$ cat config.mk
export PLATFORM = sky130hd
export DESIGN_NAME = spi_bus_arbiter
export DESIGN_NICKNAME = d
export VERILOG_FILES = /design/src/rtl/spi_bus_arbiter.sv
export SDC_FILE = /design/constraint.sdc
export NUM_CORES = 1
export LEC_CHECK = 0
export CAP_MARGIN = 20
export CORE_ASPECT_RATIO = 1.1
export CORE_MARGIN = 8
export CORE_UTILIZATION = 43
export DETAILED_ROUTE_END_ITERATION = 8
export GPL_TIMING_DRIVEN = 0
export PLACE_DENSITY = 0.76
export REMOVE_ABC_BUFFERS = 1
export SYNTH_ARGS = -nofsm -noshare
export SYNTH_HDL_FRONTEND = slang
export SYNTH_SLANG_ARGS = --single-unit
$ cat constraint.sdc
create_clock -name SClk -period 1.7 [get_ports SClk]
set_clock_uncertainty 0.2 [all_clocks]
set_input_delay 0.51 -clock SClk [delete_from_list [all_inputs] [get_ports SClk]]
set_output_delay 0.51 -clock SClk [all_outputs]
set_load 0.05 [all_outputs]
$ cat src/rtl/spi_bus_arbiter.sv
// spi_bus_arbiter
// ---------------------------------------------------------------------------
// Purpose: shares the single cartridge SPI bus (in front of SPIMux) between
// N SPI masters. Ownership is granted one transaction at a time in
// round-robin order. Between two owners there is a deselect gap, during which
// every chip select is high. An optional watchdog revokes a grant that is
// held for too long.
//
// Ports:
//   SClk           in   system clock, all state changes on the rising edge
//   nReset         in   asynchronous assert, active-low reset
//   Req[N]         in   level request; master i wants, or still owns, the bus
//   ReqClkRunning  in   per-master SPI clock-run request
//   ReqClkStretch  in   per-master clock-stretch request
//   ReqDo[N]       in   per-master next MOSI bit
//   Grant[N]       out  registered one-hot (or zero) bus ownership
//   OutClkRunning  out  muxed clock-run request   (idle value 0)
//   OutClkStretch  out  muxed clock-stretch request (idle value 0)
//   OutDo          out  muxed MOSI bit            (idle value 1)
//   OutnSel[N]     out  active-low chip selects, equal to ~Grant
//   Busy           out  high while in GRANT or GAP
//   Timeout        out  one-cycle pulse, coincident with the watchdog revoking a grant
//   DbgState[2]    out  current FSM state (0 IDLE, 1 GRANT, 2 GAP)
//
// Handshake: Req[i] is a level. It rises to ask for the bus. The master owns
// the bus while Grant[i]=1. It drops Req[i] to release the bus, and it stops
// its SPI clock before doing so. The arbiter samples Req on every rising edge.
// No other acknowledgement exists.
// ---------------------------------------------------------------------------
module spi_bus_arbiter #(
  parameter int N          = 2,
  parameter int GAP_CYCLES = 4,
  parameter int MAX_HOLD   = 0
) (
  input  logic         SClk,
  input  logic         nReset,
  input  logic [N-1:0] Req,
  input  logic [N-1:0] ReqClkRunning,
  input  logic [N-1:0] ReqClkStretch,
  input  logic [N-1:0] ReqDo,
  output logic [N-1:0] Grant,
  output logic         OutClkRunning,
  output logic         OutClkStretch,
  output logic         OutDo,
  output logic [N-1:0] OutnSel,
  output logic         Busy,
  output logic         Timeout,
  output logic [1:0]   DbgState
);

  localparam int PW = (N > 1) ? $clog2(N) : 1;
  localparam int GW = $clog2(GAP_CYCLES + 1);
  localparam int HW = (MAX_HOLD > 0) ? $clog2(MAX_HOLD + 1) : 1;

  localparam logic [GW-1:0] GAP_LAST  = GW'(GAP_CYCLES);
  localparam logic [HW-1:0] HOLD_LAST = HW'(MAX_HOLD);
  localparam logic [PW-1:0] IDX_LAST  = PW'(N - 1);

  typedef enum logic [1:0] {
    S_IDLE  = 2'd0,
    S_GRANT = 2'd1,
    S_GAP   = 2'd2
  } state_t;

  state_t        state_q, state_d;
  logic [N-1:0]  grant_q, grant_d;
  logic [PW-1:0] gidx_q, gidx_d;
  logic [PW-1:0] ptr_q, ptr_d;
  logic [GW-1:0] gap_q, gap_d;
  logic [HW-1:0] hold_q, hold_d;
  logic [N-1:0]  lock_q, lock_d;
  logic          timeout_q, timeout_d;

  // Round-robin pick among eligible requesters. A master is eligible when it
  // requests and is not locked out after a watchdog revocation. The search
  // starts at ptr_q and goes up to N-1. It then wraps around to the indices
  // below ptr_q.
  logic [N-1:0]  eligible;
  logic          arb_found;
  logic [PW-1:0] arb_idx;
  logic [N-1:0]  arb_onehot;
  logic [PW-1:0] arb_ptr_next;
  logic [HW-1:0] hold_inc;

  assign eligible = Req & ~lock_q;
  assign hold_inc = hold_q + HW'(1);

  always_comb begin
    arb_found    = 1'b0;
    arb_idx      = '0;
    arb_onehot   = '0;
    arb_ptr_next = '0;
    for (int i = 0; i < N; i++) begin
      if (!arb_found && (i >= int'(ptr_q)) && eligible[i]) begin
        arb_found = 1'b1;
        arb_idx   = PW'(i);
      end
    end
    for (int i = 0; i < N; i++) begin
      if (!arb_found && eligible[i]) begin
        arb_found = 1'b1;
        arb_idx   = PW'(i);
      end
    end
    arb_onehot[arb_idx] = 1'b1;
    arb_ptr_next = (arb_idx == IDX_LAST) ? '0 : arb_idx + PW'(1);
  end

  // Next-state logic. A lockout bit is cleared on any edge that samples the
  // master's Req low.
  always_comb begin
    state_d   = state_q;
    grant_d   = grant_q;
    gidx_d    = gidx_q;
    ptr_d     = ptr_q;
    gap_d     = gap_q;
    hold_d    = hold_q;
    lock_d    = lock_q & Req;
    timeout_d = 1'b0;

    unique case (state_q)
      S_IDLE: begin
        if (arb_found) begin
          state_d = S_GRANT;
          grant_d = arb_onehot;
          gidx_d  = arb_idx;
          ptr_d   = arb_ptr_next;
          hold_d  = '0;
        end
      end

      S_GRANT: begin
        if (!Req[gidx_q]) begin
          // A release wins over a watchdog expiry that falls in the same cycle.
          state_d = S_GAP;
          grant_d = '0;
          gap_d   = GW'(1);
        end else if ((MAX_HOLD > 0) && (hold_inc == HOLD_LAST)) begin
          state_d        = S_GAP;
          grant_d        = '0;
          gap_d          = GW'(1);
          hold_d         = hold_inc;
          timeout_d      = 1'b1;
          lock_d[gidx_q] = 1'b1;
        end else if (MAX_HOLD > 0) begin
          hold_d = hold_inc;
        end
      end

      S_GAP: begin
        // The counter holds the number of gap cycles so far, including the
        // current one. On the last gap cycle, arbitration happens in the same
        // transition.
        if (gap_q == GAP_LAST) begin
          gap_d = '0;
          if (arb_found) begin
            state_d = S_GRANT;
            grant_d = arb_onehot;
            gidx_d  = arb_idx;
            ptr_d   = arb_ptr_next;
            hold_d  = '0;
          end else begin
            state_d = S_IDLE;
          end
        end else begin
          gap_d = gap_q + GW'(1);
        end
      end

      default: begin
        state_d = S_IDLE;
        grant_d = '0;
      end
    endcase
  end

  always_ff @(posedge SClk or negedge nReset) begin
    if (!nReset) begin
      state_q   <= S_IDLE;
      grant_q   <= '0;
      gidx_q    <= '0;
      ptr_q     <= '0;
      gap_q     <= '0;
      hold_q    <= '0;
      lock_q    <= '0;
      timeout_q <= 1'b0;
    end else begin
      state_q   <= state_d;
      grant_q   <= grant_d;
      gidx_q    <= gidx_d;
      ptr_q     <= ptr_d;
      gap_q     <= gap_d;
      hold_q    <= hold_d;
      lock_q    <= lock_d;
      timeout_q <= timeout_d;
    end
  end

  // The muxed SPI controls follow the owner only in GRANT. In every other
  // state, including the cycle right after a release, they are forced idle.
  always_comb begin
    OutClkRunning = 1'b0;
    OutClkStretch = 1'b0;
    OutDo         = 1'b1;
    if (state_q == S_GRANT) begin
      OutClkRunning = ReqClkRunning[gidx_q];
      OutClkStretch = ReqClkStretch[gidx_q];
      OutDo         = ReqDo[gidx_q];
    end
  end

  assign Grant    = grant_q;
  assign OutnSel  = ~grant_q;
  assign Busy     = (state_q != S_IDLE);
  assign Timeout  = timeout_q;
  assign DbgState = state_q;

endmodule
==> results.sh <==
export IMPL_rsz0062_at_grt="yes"
export IMPL_num_vias=530
export IMPL_leakagePower_nw=0.461
export IMPL_hold_violations=0
export IMPL_setup_viol=5
export IMPL_synth_avg_cell_area_um2=9.43
export IMPL_peakVddDrop_uv=1020
export IMPL_grt_max_degree=12
export IMPL_syn2layout_area_growth_pct=46.9
export IMPL_critPathMaxFanout=5
export IMPL_dr_pass1_iters=3
export IMPL_whs_ps=295
export IMPL_maxSlewViolCount=0
export IMPL_dpl_cell_count=98
export IMPL_crit_type="reg -> out"
export IMPL_cts_hold_buf=0
export IMPL_endpoint_kind="primary output"
export IMPL_drt_iter0_drc=13
export IMPL_cp_required_ps=990
export IMPL_gp_congestion=0.820
export IMPL_initial_core_util=0.455
export IMPL_synth_cell_type_count=29
export IMPL_layout_nets=103
export IMPL_reg2reg_from="DbgState[0]"
export IMPL_syn_cell_area_um2=613
export IMPL_ant_nets=0
export IMPL_min_from="lock_q[0]"
export IMPL_final_cell_mix="8 x dfrtp_1, 6 x nand2_1, 6 x buf_4, 5 x inv_1, 5 x clkbuf_4"
export IMPL_numClockSinks=11
export IMPL_min_path_type="reg -> reg"
export IMPL_cp_start_kind="flip-flop"
export IMPL_rows=14
export IMPL_path_clk_slew_ps=70
export IMPL_critPathArrivalTime_ps=1400
export IMPL_die_w_um=52
export IMPL_worst_pin_slew_ps=514
export IMPL_finalCritPeriodShare=1.24
export IMPL_cap_viol_max_count=0
export IMPL_ioPinCount=21
export IMPL_wl_mm=1.45
export IMPL_drc=0
export IMPL_final_layout_size_suffix_gt1_frac=0.333
export IMPL_cts_root_buf="clkbuf_4"
export IMPL_die_h_um=55.6
export IMPL_layout_setup_ws_ps=-406
export IMPL_clock_latency_ps=270
export IMPL_antenna_found_initial=0
export IMPL_final_common_cell="dfrtp_1"
export IMPL_p_total_mw=1.82
export IMPL_synth_warnings=0
export IMPL_synthCells=65
export IMPL_place_port_buffers=19
export IMPL_period_minus_slack_ps=2110
export IMPL_stdcell_count=106
export IMPL_dpl_cell_area_um2=811
export IMPL_fmax_mhz=475
export IMPL_cts_tree="yes"
export IMPL_n_antenna_cell=0
export IMPL_routedWlPerCell_um=13.6
export IMPL_grt_pass1_wl_mm=2.47
export IMPL_clk_path_buf_depth=2
export IMPL_first_global_vias=572
export IMPL_seq_area_frac_synth=0.449
export IMPL_vias_per_cell=5.00
export IMPL_crit_start="DbgState[1]"
export IMPL_power_density_nw_per_um2=2020
export IMPL_final_area_um2=901
export IMPL_outcome="finished with violations"
export IMPL_tns_ps=-1530
export IMPL_ys_ff_latch=11
export IMPL_slew_headroom=0.656
export IMPL_fp_dieArea_um2=2890
export IMPL_place_hpwl_mm=1.02
export IMPL_overflow=0
export IMPL_violations="setup timing"
export IMPL_coreArea_um2=1350
export IMPL_cts_buffers=3
export IMPL_grt_use_total=0.105
export IMPL_htreeDepth=1
[synth_stat cells, drive strengths merged]
cell,n,area [um^2]
dfrtp,11,275
nand2,6,22.5
inv,5,18.8
o21ai,5,25.0
a21oi,4,23.8
nor2,4,15.0
mux2i,3,30.0
nand2b,3,33.8
nor2b,3,18.8
and2,2,12.5
buf,2,12.5
ha,2,25.0
nand3,2,10.0
or2,2,12.5
a211o,1,8.76
a221oi,1,8.76
and2b,1,7.51
conb,1,3.75
nand3b,1,7.51
nor3,1,5.00
o211ai,1,7.51
o21a,1,7.51
o31ai,1,7.51
or2b,1,7.51
or3,1,6.26
[power by group]
| part | switching [mW] | internal (mW) | total [mW] |
|---|---|---|---|
| combinational | 0.680 | 0.468 | 1.15 |
| sequential | 0.125 | 0.368 | 0.493 |
| clock | 0.0896 | 0.0909 | 0.180 |
| total | 0.895 | 0.927 | 1.82 |
[through the flow]
step,setup WS (ps),utilization
CTS,-414,0.639
floorplan,-697,-
detailed placement,-995,0.601
global route,-455,0.668
finish,-406,0.668
global placement,-976,0.601
[kinds of logic after synthesis]
family          after synthesis  share of synthesized area
mux                           3                     0.0490
buf+inv                       7                     0.0510
compound gates               14                      0.145
simple gates                 27                      0.259
flops                        11                      0.449
other cells                   1                    0.00612
fa+ha+maj                     2                     0.0408
[worst max-delay path: stages, from the launching register on]
cell,delay (ps)
dfrtp_2,440
or2b_4,290
a211o_1,240
buf_6,160
[registers in the layout, indices dropped and copies added, names as in the netlist]
register	count
lock_q	2
gidx_q	1
gap_q	3
DbgState	2
Grant	2
ptr_q	1
[layout make-up]
type                            count  area (um^2)
Multi-Input combinational cell     47          338
Timing Repair Buffer               23          219
Fill cell                         114          448
Inverter                            5         18.8
Clock buffer                        4         26.3
Tap cell                           16         20.0
Sequential cell                    11          279
[path summary, 6_finish.rpt]
| path | depth (start not counted) | end | slack (ps) |
|---|---|---|---|
| worst max-delay path | 3 | OutDo | -410 |
| worst min-delay path | 1 | lock_q[0] | 290 |
| worst max register to register | 5 | DbgState[0] | 140 |
| worst min register to register | 1 | lock_q[0] | 290 |
| max in group asynchronous | 1 | DbgState[1] | 550 |
| min in group asynchronous | 1 | lock_q[0] | 380 |
[timing repair]
action | CTS | global route
endpoints found under the setup margin | 13 | 12
gates resized for setup | 66 | 13
pin swaps | 2 | 1
hold endpoints to repair | 0 | 0
setup buffers | 3 | 1
[routing by layer]
metal  up-vias  track usage  wire length [um]  share of wire
met4         0       0.0570                27          0.019
li1        267            -                 -              -
met2        13        0.172               732           0.51
met1       246        0.121               620           0.43
met5         -            0                 0              0
met3         4       0.0241                65          0.045
(Power assumes the default switching activity.)
